File: src/rtl/mem_arbiter.sv
// mem_arbiter: round-robin front end that serialises the cache ports'
// traffic onto the single slowmem instance. One transaction is in flight
// at a time. Completion, read data and timeout errors are routed back to
// the owning port as one-cycle pulses. Every output is a register.
module mem_arbiter #(
  parameter int NREQ    = 3,
  parameter int TIMEOUT = 16
) (
  input  logic                 clk,
  input  logic                 reset,
  input  logic [NREQ-1:0]      req,
  input  logic [NREQ-1:0]      req_rnotw,
  input  logic [NREQ*16-1:0]   req_addr,
  input  logic [NREQ*16-1:0]   req_wdata,
  output logic [NREQ-1:0]      ack,
  output logic [NREQ-1:0]      done,
  output logic [15:0]          rdata,
  output logic                 err,
  output logic                 busy,
  output logic                 mem_strobe,
  output logic                 mem_rnotw,
  output logic [15:0]          mem_addr,
  output logic [15:0]          mem_wdata,
  input  logic                 mem_mfc,
  input  logic [15:0]          mem_rdata
);

  localparam int PW = (NREQ > 1) ? $clog2(NREQ) : 1;
  localparam int TW = (TIMEOUT > 1) ? $clog2(TIMEOUT) : 1;
  localparam logic [TW-1:0] TLAST = TW'(TIMEOUT - 1);
  localparam logic [PW-1:0] PLAST = PW'(NREQ - 1);

  typedef enum logic [1:0] {
    IDLE  = 2'd0,
    ISSUE = 2'd1,
    WAIT  = 2'd2
  } state_t;

  // One-hot decode of a port index.
  function automatic logic [NREQ-1:0] onehot(input logic [PW-1:0] i);
    logic [NREQ-1:0] oh;
    oh = '0;
    for (int k = 0; k < NREQ; k++) oh[k] = (PW'(k) == i);
    return oh;
  endfunction

  // Extract port i's 16-bit lane from a packed per-port bus.
  function automatic logic [15:0] lane(input logic [NREQ*16-1:0] bus,
                                       input logic [PW-1:0]      i);
    logic [15:0] v;
    v = '0;
    for (int k = 0; k < NREQ; k++)
      if (PW'(k) == i) v = bus[16*k +: 16];
    return v;
  endfunction

  // First requester at or after the pointer, modulo NREQ.
  // Returns {found, index}; scanning from the far end lets the nearest win.
  function automatic logic [PW:0] rr_pick(input logic [NREQ-1:0] r,
                                          input logic [PW-1:0]   p);
    logic [PW:0] res;
    int          idx;
    res = '0;
    for (int k = NREQ - 1; k >= 0; k--) begin
      idx = (int'(p) + k) % NREQ;
      for (int j = 0; j < NREQ; j++)
        if (j == idx && r[j]) res = {1'b1, PW'(j)};
    end
    return res;
  endfunction

  // Pointer advance with wrap from the last port back to port 0.
  function automatic logic [PW-1:0] ptr_after(input logic [PW-1:0] w);
    return (w == PLAST) ? '0 : w + 1'b1;
  endfunction

  state_t           state_q, state_d;
  logic [PW-1:0]    ptr_q, ptr_d;
  logic [PW-1:0]    owner_q, owner_d;
  logic [TW-1:0]    timer_q, timer_d;
  logic [NREQ-1:0]  ack_q, ack_d;
  logic [NREQ-1:0]  done_q, done_d;
  logic             err_q, err_d;
  logic             busy_q, busy_d;
  logic             strobe_q, strobe_d;
  logic             rnotw_q, rnotw_d;
  logic [15:0]      addr_q, addr_d;
  logic [15:0]      wdata_q, wdata_d;
  logic [15:0]      rdata_q, rdata_d;
  logic [PW:0]      pick;
  logic [PW-1:0]    win;

  // Next-state and next-output logic; pulses default low every cycle,
  // slowmem operands hold their last values between strobes.
  always_comb begin
    state_d  = state_q;
    ptr_d    = ptr_q;
    owner_d  = owner_q;
    timer_d  = timer_q;
    ack_d    = '0;
    done_d   = '0;
    err_d    = 1'b0;
    strobe_d = 1'b0;
    rnotw_d  = rnotw_q;
    addr_d   = addr_q;
    wdata_d  = wdata_q;
    rdata_d  = rdata_q;
    pick     = rr_pick(req, ptr_q);
    win      = pick[PW-1:0];

    case (state_q)
      IDLE: begin
        // req is only looked at here, so a port dropping req early is harmless
        // and a done cycle can never coincide with a new ack.
        if (pick[PW]) begin
          ack_d    = onehot(win);
          owner_d  = win;
          strobe_d = 1'b1;
          rnotw_d  = |(req_rnotw & onehot(win));
          addr_d   = lane(req_addr, win);
          wdata_d  = lane(req_wdata, win);
          ptr_d    = ptr_after(win);
          state_d  = ISSUE;
        end
      end
      ISSUE: begin
        if (rnotw_q) begin
          timer_d = '0;
          state_d = WAIT;
        end else begin
          done_d  = onehot(owner_q);
          state_d = IDLE;
        end
      end
      WAIT: begin
        if (mem_mfc) begin
          rdata_d = mem_rdata;
          done_d  = onehot(owner_q);
          state_d = IDLE;
        end else if (timer_q == TLAST) begin
          rdata_d = '0;
          done_d  = onehot(owner_q);
          err_d   = 1'b1;
          state_d = IDLE;
        end else begin
          timer_d = timer_q + 1'b1;
        end
      end
      default: state_d = IDLE;
    endcase

    busy_d = (state_d != IDLE);
  end

  // State and registered outputs; reset abandons any transaction silently.
  always_ff @(posedge clk or posedge reset) begin
    if (reset) begin
      state_q  <= IDLE;
      ptr_q    <= '0;
      owner_q  <= '0;
      timer_q  <= '0;
      ack_q    <= '0;
      done_q   <= '0;
      err_q    <= 1'b0;
      busy_q   <= 1'b0;
      strobe_q <= 1'b0;
      rnotw_q  <= 1'b1;
      addr_q   <= '0;
      wdata_q  <= '0;
      rdata_q  <= '0;
    end else begin
      state_q  <= state_d;
      ptr_q    <= ptr_d;
      owner_q  <= owner_d;
      timer_q  <= timer_d;
      ack_q    <= ack_d;
      done_q   <= done_d;
      err_q    <= err_d;
      busy_q   <= busy_d;
      strobe_q <= strobe_d;
      rnotw_q  <= rnotw_d;
      addr_q   <= addr_d;
      wdata_q  <= wdata_d;
      rdata_q  <= rdata_d;
    end
  end

  assign ack        = ack_q;
  assign done       = done_q;
  assign err        = err_q;
  assign busy       = busy_q;
  assign rdata      = rdata_q;
  assign mem_strobe = strobe_q;
  assign mem_rnotw  = rnotw_q;
  assign mem_addr   = addr_q;
  assign mem_wdata  = wdata_q;

endmodule

File: config.mk
export PLATFORM = sky130hd
export DESIGN_NAME = mem_arbiter
export DESIGN_NICKNAME = d
export VERILOG_FILES = /design/src/rtl/mem_arbiter.sv
export SDC_FILE = /design/constraint.sdc
export NUM_CORES = 1
export LEC_CHECK = 0
export ABC_AREA = 1
export CAP_MARGIN = 15
export CORE_UTILIZATION = 30
export DETAILED_ROUTE_END_ITERATION = 12
export PLACE_DENSITY = 0.73
export SLEW_MARGIN = 10
export SYNTH_ARGS = -nofsm -noshare
export SYNTH_HDL_FRONTEND = slang
export SYNTH_SLANG_ARGS = --single-unit
File: constraint.sdc
create_clock -name clk -period 4.85 [get_ports clk]
set_input_delay 0.7275 -clock clk [delete_from_list [all_inputs] [get_ports clk]]
set_output_delay 0.7275 -clock clk [all_outputs]
set_load 0.005 [all_outputs]
# [Yosys cells after proc, flatten, opt, wreduce, memory -nomap -nowiden]
# Index checks and enable logic that the tools add are counted.
# Widths: inputs -> output; s select.
[word_totals] register_bits=68 in_bits=121 out_inout_bits=58 elab_cells=98
[classes] n_addsub=4 div_mod_pow=3 eq_ne=17 n_mux=38 bitwise_logic=1 reduce_logical=22
[op_table] op="$mux 16" count=8
[op_table] op="$eq 2x32->1 const A" count=3
[op_table] op="$eq 3x32->1 const A" count=3
[op_table] op="$logic_not 32->1" count=3
[op_table] op="$mod 32x3->32 const B" count=2
[op_table] op="$mux 3" count=14
[op_table] op="$mod 3x3->32 const B" count=1
[op_table] op="$mux 4" count=3
[op_table] op="$mux 2" count=5
[op_table] op="$logic_and 1x1->1" count=9
[op_table] op="$pmux 4 s2" count=1
[op_table] op="$logic_not 2->1" count=3
[op_table] op="$ne 2x2->1 const B" count=3
[op_table] op="$pmux 2 s3" count=1
[op_table] op="$pmux 3 s2" count=1
[op_table] op="$reduce_bool 2->1" count=3
[op_table] op="$mux 1" count=5
[op_table] op="$add 4x1->4 const B" count=1
[op_table] op="$eq 1x2->1 const A" count=2
[op_table] op="$eq 2x2->1 const A" count=2
[op_table] op="$eq 2x2->1 const B" count=2
[op_table] op="$eq 4x4->1 const B" count=1
[op_table] op="$reduce_and 2->1" count=2
[op_table] op="$reduce_and 4->1" count=1
[op_table] op="other kinds (6)" count=6

# [Depth between registers and ports, before layout]
[logic_depth] depth_word=17 depth_mapped=15 mapped_depth_nobuf=13

# [Worst setup path before layout]
# No wires, ideal clock.
[synth_timing] kind="input-to-reg" from="in req[2]" to="reg addr_q[14], in the netlist mem_addr[14]" setup_time_ns=0.113 t_arrival_ns=1.677 required_time_ns=4.737 slack_ns=3.060 cell_stages=10 path_buffers=1 cell_sequence="nand2_1 -> nand2_2 -> nor2_2 -> nand3b_1 -> nand2_4 -> inv_2 -> buf_2 -> or2_0 -> nand2_1 -> inv_1"
[synth_via] elab_chain_len=12 elab_cells_between_ends=17 cone_classes="eq/ne: 2; mux: 10; reduce/logical: 5"
[synth_rtl] item="start: declaration" line="11" rtl="input logic [NREQ-1:0] req,"
[synth_rtl] item="$logic_and 1x1->1" line="67" rtl="if (j == idx && r[j]) res = {1'b1, PW'(j)};"
[synth_rtl] item="$mux 3 (6 in series)" line="67"
[synth_rtl] item="$mux 3 *" line="67"
[synth_rtl] item="$logic_not 2->1" line="53" rtl="if (PW'(k) == i) v = bus[16*k +: 16];"
[synth_rtl] item="$mux 16 (3 in series)" line="53"
[synth_rtl] item="end signal: assignment" line="182" rtl="addr_q <= addr_d;"
[synth_rtl] item="end: declaration" line="87" rtl="logic [15:0] addr_q, addr_d;"
# Mark *: on every way between the ends. The rest lies on a longest branch, timed or not.
# A chain may end at the register's enable or synchronous reset.

# [Worst setup path after layout]
[layout_timing] from="in req[2]" to="reg ptr_q[0]"
[layout_via] elab_chain_len=10 elab_cells_between_ends=14 cone_classes="add/sub: 1; eq/ne: 1; mux: 8; reduce/logical: 4"
[layout_rtl] item="$logic_and 1x1->1" line="67"
[layout_rtl] item="$mux 3 (6 in series)" line="67"
[layout_rtl] item="$mux 3 *" line="67"
[layout_rtl] item="$add 2x1->2 or $eq 2x2->1 (tied branches)" line="74" rtl="return (w == PLAST) ? '0 : w + 1'b1;"
[layout_rtl] item="$mux 2" line="74"
[layout_rtl] item="end signal: assignment" line="173" rtl="ptr_q <= ptr_d;"
[layout_rtl] item="end: declaration" line="78" rtl="logic [PW-1:0] ptr_q, ptr_d;"
# Marked as above.

==> impl_metrics.yaml <==
die:
  die_area_um2: 12800
  die_h_um: 113
  coreArea_um2: 12100
  start_util_pct: 30.8
  fp.dieW_um: 113
  io_pins: 179
  rows: 40
cells_and_area:
  diodes: 0
  stdcell_count: 832
  area_growth_syn_to_layout_pct: 59.1
  finalNetCount: 787
  fin_area_um2: 5910
  drive_gt1_share_pct: 4.97
  fillers: 1152
hold_path:
  hold_path_class: "reg2reg"
  hp-start: "owner_q[0]"
setup_path:
  startpoint_type: "input port"
  crit_type: "in2reg"
  arrival_ns: 3.33
  r2r_start: "ptr_q[0]"
  cpMostUsedCell: "nand2_2"
  crit_required_ns: 5.09
  cpMaxStageDelayCell: "inv_2"
  path_cells: "clkdlybuf4s50_1, nand2_2, nand2_2, inv_2, nand2_2, nor2_1, o21bai_1"
  critPathBufInv: 2
  slowest_delay_ns: 0.60
  end_kind: "register"
  worstPathMaxFanout: 34
  crit_family: "simple AND/OR/NAND/NOR gates"
  critPathLaunch: "req[2]"
logic_synthesis:
  synth_top_family_by_area: "simple AND/OR/NAND/NOR gates"
  yosys_register_bits: 68
  synth_edf_count: 0
  mappedNetlistNets: 624
  synth_compound_area_share_pct: 4.18
  synthMuxAreaShare_pct: 0
  ys_warn_count: 0
  synth.most_common_cell: "nand2_1"
  synthAdderAreaFrac_pct: 2.36
  syn_avg_cell_area_um2: 7.48
  syn_area_um2: 3710
  async_reset_ff_share_pct: 100
  synth_common_cells: "121 x nand2_1, 109 x nand3_1, 67 x dfrtp_1"
  synthSimpleGateAreaFrac_pct: 38.6
  yosysSeqAreaShare_pct: 45.9
  synthCells: 496
  synth_xor_area_share_pct: 0
  synth_top_area_share_pct: 45.2
  yosys-top-cells-area: "dfrtp_1 45%, nand3_1 15%, nand2_1 12%, nor2_1 5.4%, inv_1 4.4%"
  synth_cell_types: 29
  synth_ff_type: "dfrtp_1"
  synth_top_area_cell: "dfrtp_1"
sta:
  setup_viol: 0
  clock_skew_ns: 0.0127
  finalCritPeriodShare_pct: 63.7
  slew_headroom_pct: 29.4
  finalSetupTns_ns: 0
  period_needed_ns: 3.09
  hold_viol: 0
  slew_viol_final: 0
  rsz0062_at_grt: "no"
  tightest_slew_ns: 1.06
  timing.fmax_ghz: 0.323
  fin_ws_ns: 1.76
global_route:
  grt_pass1_wl_mm: 18.6
  grt_util_all_layers_pct: 18.5
  grt_overflow: 0
  grt_max_degree: 49
  grt_pass1_vias: 3870
  antenna_found_initial: 0
clocking:
  cts_hold_buffers: 0
  cts_made_buffers: 9
  postCtsResizedCells: 0
  cts_tree: "done"
  clock_path_buffers: 2
  cts.sinks: 68
  cts_setup_buffers: 0
  clock_latency_ns: 0.33
  clkTransAtPathRegs_ns: 0.06
  cts-root-buf: "clkbuf_16"
  h-tree-depth: 3
placement:
  placed_cells_incl_taps: 816
  io_buffers: 178
  dp_slack_ns: 1.39
  place_area_um2: 5560
  place.gp.congestion: 0.817
  hpwl_mm: 8.53
route:
  drt-wirelength-per-cell_um: 13.9
  vias_per_cell: 4.72
  drc: 0
  final_antenna_net_count: 0
  vias: 3927
  drt_iter0_drc: 229
  firstDrtPassIters: 4
  wirelength_mm: 11.6
outcome:
  outcome: "complete, no violations"
run:
  drv_cap: 0
power:
  irDropWorstVdd_v: 0.000324
  pwr_density_cell_nw_per_um2: 654
  p_leak_nw: 2.77
## kinds of logic (layout without fill, tap and decap cells)
logic type | after synthesis | in the layout
flops | 68 | 68
compound gates | 29 | 29
fa+ha+maj | 7 | 7
buf+inv | 75 | 243
simple gates | 317 | 317
## power breakdown
part | switching, mW | internal [mW]
Sequential | 0.147 | 0.845
Clock | 0.253 | 0.505
Combinational | 1.19 | 0.930
Total | 1.59 | 2.28
## stage by stage
stage | total power, mW | utilization (%) | hold slack [ns]
6_report | 3.87 | 49.0 | 0.457
2_1_floorplan | 2.33 | - | 0.432
3_5_place_dp | 3.12 | 46.1 | 0.448
3_3_place_gp | 3.04 | 46.1 | 0.454
5_1_grt | 4.20 | 49.0 | 0.485
4_1_cts | 3.90 | 49.0 | 0.459
## path summary, 6_finish.rpt
check                                endpoint  slack (ns)  depth (start not counted)
worst min-delay path                  done[0]        0.46                          1
worst max-delay path                 ptr_q[0]        1.76                          7
worst min register to register        done[0]        0.46                          1
worst max register to register  mem_wdata[15]        1.97                         13
min in group asynchronous            rdata[1]        0.88                          2
max in group asynchronous         mem_addr[9]        3.06                          3
## cells in the final DEF, fill, tap and decap left out
cell / synthesis / layout
clkbuf_16: 0 / 9
inv_2: 2 / 3
clkinv_2: 0 / 1
o21ai_0: 3 / 3
clkinv_1: 1 / 1
ha_1: 7 / 7
nor2_1: 53 / 53
nand4_2: 1 / 1
dfrtp_1: 67 / 67
nor2_2: 3 / 3
bufinv_16: 0 / 3
nor3_1: 2 / 2
clkdlybuf4s50_1: 0 / 178
o21ai_1: 7 / 7
nand2_4: 1 / 1
nand3_1: 109 / 109
clkinvlp_4: 0 / 1
nand3_4: 1 / 1
a21oi_1: 15 / 15
nand2_2: 5 / 5
or2_0: 13 / 13
nand3b_1: 1 / 1
inv_1: 44 / 43
buf_4: 4 / 2
dfstp_2: 1 / 1
nand2_1: 121 / 121
o21a_1: 1 / 1
inv_6: 0 / 2
nand4_1: 7 / 7
o21bai_1: 2 / 2
o31ai_1: 1 / 1
## registers in the layout, summed over array words and instances (netlist names)
signal      cells
mem_addr       16
mem_strobe      1
busy            1
owner_q         2
ptr_q           2
mem_wdata      16
done            3
rdata          16
err             1
mem_rnotw       1
ack             3
state_q         2
timer_q         4
## worst register-to-register path: cells and delay by family (launching register included)
kind,cells,cell delay [ns]
adder cells (fa/ha/maj),1,0.32
buffers and inverters,3,0.49
flip-flops,1,0.34
AND/OR/NAND/NOR,9,1.62
## final cells by class
class,count,area (um2),share of cell area [%]
Clock buffer,9,225,3.81
Clock inverter,7,120,2.03
Inverter,47,176,2.99
Multi-Input combinational cell,353,1680,28.4
Sequential cell,68,1700,28.8
Tap cell,168,210,3.56
Timing Repair Buffer,180,1800,30.4
## routing by layer
layer  track usage (%)  vias up  part of all wire (%)
li1                  -     1921                     -
met1              21.3     1798                    40
met2              32.3      182                    50
met3              5.09       26                   7.3
met4              7.63        0                   2.5
met5                 0        -                     0
Power figures use the tool's default switching activity.
==> edit 1: new RTL, config.mk and constraints unchanged <==
Change the parameter `TIMEOUT` from 16 to 8.
--- a/src/rtl/mem_arbiter.sv
+++ b/src/rtl/mem_arbiter.sv
@@ -6,3 +6,3 @@
   parameter int NREQ    = 3,
-  parameter int TIMEOUT = 16
+  parameter int TIMEOUT = 8
 ) (
Function: no difference found for any inputs over 4 cycles, from zero or initial values and one cycle with reset high; that may be too few to reach the edited logic, so the function may still have changed.
==> edit 1 against the original RTL <==
  * Register-to-register slack gained 460 ps
  * Synthesized area decreased by 1.8%
  * Sequential cell count down 1
  * The run now ends with DRC left
  * Cell area is 2.0% lower
  * Die area is 1.7% lower
  * Largest power group unchanged
  * Wire length is 5.0% lower
  * Setup slack gained 420 ps
  * Total power down 3.9%
==> edit 1: results <==
[run_status]
status = complete, but fails checks
violations = DRC

[setup_path]
max_stage_delay_ps = 900
crit_fanout = 20
reg2regPathDepth = 8
crit_slowest_cell = clkdlybuf4s50_1
crit_arrival_ps = 2890

[global_routing]
grt_pass1_vias = 3734
gr-usage-met3 = 0.0394
use_met1 = 0.191
use_met2 = 0.328
track_usage = 0.177
grt_max_degree = 50
grt_pass1_wl_um = 17700

[pwr]
switching_share = 0.410
cellLeakagePower_uw = 0.00273

[logic_synthesis]
yosysSeqAreaShare = 0.460
synthAdderAreaFrac = 0.0274
synth-compound-area-share = 0.0569
ys_types = 29
synthTopCellsByArea = dfrtp_1 (45%), nand2_1 (12%), nand3_1 (12%), inv_1 (5.2%), nor2_1 (5.1%)
synth_commonest_cells = nand2_1 (115), nand3_1 (85), dfrtp_1 (66)
muxShareOfSynthArea = 0
syn_nets = 607

[cells_and_area]
nets = 773
fillers = 1122
layout-drive-gt1-share = 0.0508
antenna_cells = 0

[route]
drt_iter0_drc = 192
drc_errors = 6
wl_per_cell_um = 13.9
firstDrtPassIters = 9
vias_per_cell = 4.73

[clock_tree]
cts_made_buffers = 9

[placement]
gp_congestion = 0.763
dp_hpwl_um = 8160
portBuffers = 178

[timing]
finalClockSkew_ps = 8.68
tightest_slew_ps = 751

[hold_path]
worst_hold_path.num_cells = 1
-- edit 1: final cells by class --
class                           instances  share of cell area
Clock buffer                            9              0.0389
Clock inverter                          7              0.0173
Inverter                               56              0.0367
Multi-Input combinational cell        331               0.277
Sequential cell                        67               0.290
Tap cell                              143              0.0309
Timing Repair Buffer                  179               0.309
-- edit 1: critical path, delay by kind of cell --
kind	cells	cell delay, ps
buffers and inverters	1	900
and+or+nand+nor	4	930
AOI/OAI and AO/OA	2	320
-- edit 1: power by group through the flow --
| stage | Clock (µW) | Sequential [µW] | Combinational [µW] |
|---|---|---|---|
| after global placement | 0 | 979 | 1990 |
| after floorplan | 0 | 979 | 1280 |
| after CTS | 721 | 980 | 2060 |
| final | 704 | 978 | 2030 |
| after global routing | 741 | 1010 | 2260 |
| after detailed placement | 0 | 984 | 2050 |
-- edit 1: stage by stage --
stage	cells	hold slack, ps	setup slack [ps]	util
CTS	792	426	2200	0.498
floorplan	478	409	2440	-
global route	792	437	1990	0.498
global placement	776	422	1920	0.470
detailed placement	776	419	1870	0.470
finish	792	426	2180	0.498
-- edit 1: worst paths after layout --
check	from	to	slack, ps
max	mem_mfc	timer_q[0]	2180
min	owner_q[0]	done[0]	430
max reg2reg	state_q[0]	timer_q[0]	2430
min reg2reg	owner_q[0]	done[0]	430
max in group asynchronous	reset	done[2]	3120
min in group asynchronous	reset	mem_wdata[11]	770
-- edit 1: cells by family (layout without fill, tap and decap cells) --
| logic type | count (synthesis) | in the layout |
|---|---|---|
| AO/OA/AOI/OAI | 39 | 39 |
| adder cells (fa/ha/maj) | 8 | 8 |
| buffers and inverters | 80 | 251 |
| flip-flops | 67 | 67 |
| AND/OR/NAND/NOR | 284 | 284 |
-- edit 1: per-layer routing --
metal | vias up | share of wire
li1 | 1855 | -
met1 | 1734 | 0.39
met2 | 129 | 0.52
met3 | 26 | 0.064
met4 | 0 | 0.029
met5 | - | 0
==> edit 2: new RTL, config.mk and constraints unchanged <==
Without the edit above. The 3 states of `state_t` get a one-hot encoding in 3 bits.
--- a/src/rtl/mem_arbiter.sv
+++ b/src/rtl/mem_arbiter.sv
@@ -32,6 +32,6 @@
 
-  typedef enum logic [1:0] {
-    IDLE  = 2'd0,
-    ISSUE = 2'd1,
-    WAIT  = 2'd2
+  typedef enum logic [2:0] {
+    IDLE  = 3'b001,
+    ISSUE = 3'b010,
+    WAIT  = 3'b100
   } state_t;
Check against the original RTL: no difference found for any inputs over 4 cycles, from zero or initial values and one cycle with reset high; so few cycles prove little.
==> edit 2 against the original RTL <==
  * Wire length is 0.40% higher
  * Total power shrank 4.5%
  * Setup slack got worse by 91 ps
  * Sequential cell count rose by 1
  * Critical path type unchanged
  * Global-route usage increased by 0.077 points
  * Synthesized area shrank 1.3%
  * Synthesized cell count rose by 2.0%
  * Clock power is 13% lower
  * Cell area is 1.4% lower
  * Sequential share of layout area increased by 0.85 points
  * Critical path depth increased by 6
  * Register-to-register slack worse by 110 ps
==> edit 2: results <==
[global_routing]
grt_pass1_vias = 3927
track_usage = 0.185
antenna_found_initial = 0
grt_max_degree = 64
grt_pass1_wl_um = 18500

[placement]
pre_cts_ws_ps = 1330
placed_area_mm2 = 0.00552
place_inst = 802
gp_congestion = 0.827
portBuffers = 178
dp_hpwl_um = 8470

[clock_tree]
insertion_delay_ps = 330
cts_made_buffers = 9
post-cts-setup-buffers = 0
cts_max_level = 3
cts_resized = 0
clk_path_buf_depth = 2
cts_root_buf = clkbuf_16
clk_pin_slew_ps = 60

[timing]
finalClockSkew_ps = 6.05
whs_ps = 440
tightest_slew_ps = 1010
worst_slack_ps = 1670

[setup_path]
reg2reg_to = mem_addr[1]
reg2regPathDepth = 13
crit_arrival_ps = 3400
crit_fanout = 35
crit_slowest_cell = nand2_1
r2r_setup_slack_ps = 1860
max_stage_delay_ps = 590
timing.rr.start = ptr_q[0]
cpLargestDelayFamily = simple AND/OR/NAND/NOR gates

[cells_and_area]
nets = 794
seqCellArea_mm2 = 0.00173
antenna_cells = 0
layout-drive-gt1-share = 0.0533
fillers = 1102

[route]
routed_wl_um = 11600
firstDrtPassIters = 5
ant_nets = 0
wl_per_cell_um = 14.2
drt_iter0_drc = 192
vias_per_cell = 4.73

[logic_synthesis]
syn_inst = 506
async_flop_share = 1.00
syn_nets = 630
synthTopCellsByArea = dfrtp_1 (46%), nand2_1 (19%), nand3_1 (12%), nor2_1 (5.1%), inv_1 (3.0%)
yosysSeqAreaShare = 0.472
synth_commonest_cells = nand2_1 (188), nand3_1 (90), dfrtp_1 (67)
ys_types = 29
synth_top_flop_cell = dfrtp_1
ys_warn_count = 0

[pwr]
cellLeakagePower_uw = 0.00284
p_int_uw = 2170
peakVddDrop_v = 0.000241

[run_status]
status = complete, no violations

[hold_path]
hold_path_class = reg -> reg
worst_hold_path.num_cells = 1
hp-start = owner_q[0]
hold_path_end = done[0]
-- edit 2: changes by cell type after synthesis, moves of 4 or more --
cell | unedited run | this run
nand2_1 | 121 | 188
nand3_1 | 109 | 90
inv_1 | 44 | 29
a21oi_1 | 15 | 2
or2_0 | 13 | 1
nand3b_1 | 1 | 9
buf_2 | 12 | 18
o21ai_1 | 7 | 1
or2_1 | 0 | 6
nand4_1 | 7 | 2
ha_1 | 7 | 3
or2_2 | 0 | 4
-- edit 2: how the worst max path moves through the flow --
stage	start	endpoint	depth (start not counted)
after global placement	req[1]	mem_wdata[2]	13
final	req[1]	mem_addr[1]	13
after CTS	req[1]	mem_wdata[2]	13
after detailed placement	req[1]	mem_addr[1]	13
after floorplan	reset	ack[0]	1
after global routing	req[1]	mem_wdata[2]	13
-- edit 2: final cells by class --
type                    count  area share
clock buffers              10      0.0410
clock inverters             6      0.0107
inverters                  32      0.0206
multi-input cells         377       0.291
flip-flops and latches     69       0.297
well taps                 143      0.0307
repair buffers            181       0.310
-- edit 2: metal layers --
layer  up-vias  GRT usage  part of all wire
li1       1925          -                 -
met1      1756      0.221              0.42
met2       170      0.317              0.49
met3        19     0.0578             0.070
met4         0     0.0613             0.017
met5         -          0                 0
-- edit 2: power by group through the flow --
stage,sequential (µW),clock [µW],combinational [µW]
final,1010,660,2020
after global routing,1040,704,2280
after CTS,1010,678,2040
after detailed placement,1000,0,2040
after global placement,1010,0,1980
after floorplan,1010,0,1210
-- edit 2: cell families (layout without fill, tap and decap cells) --
family,count (synthesis),after routing,share of synthesized area
AO/OA/AOI/OAI,12,12,0.0202
XOR/XNOR,2,2,0.00478
adder cells (fa/ha/maj),3,3,0.0103
buffers and inverters,60,229,0.0687
flip-flops,69,69,0.472
AND/OR/NAND/NOR,360,360,0.424
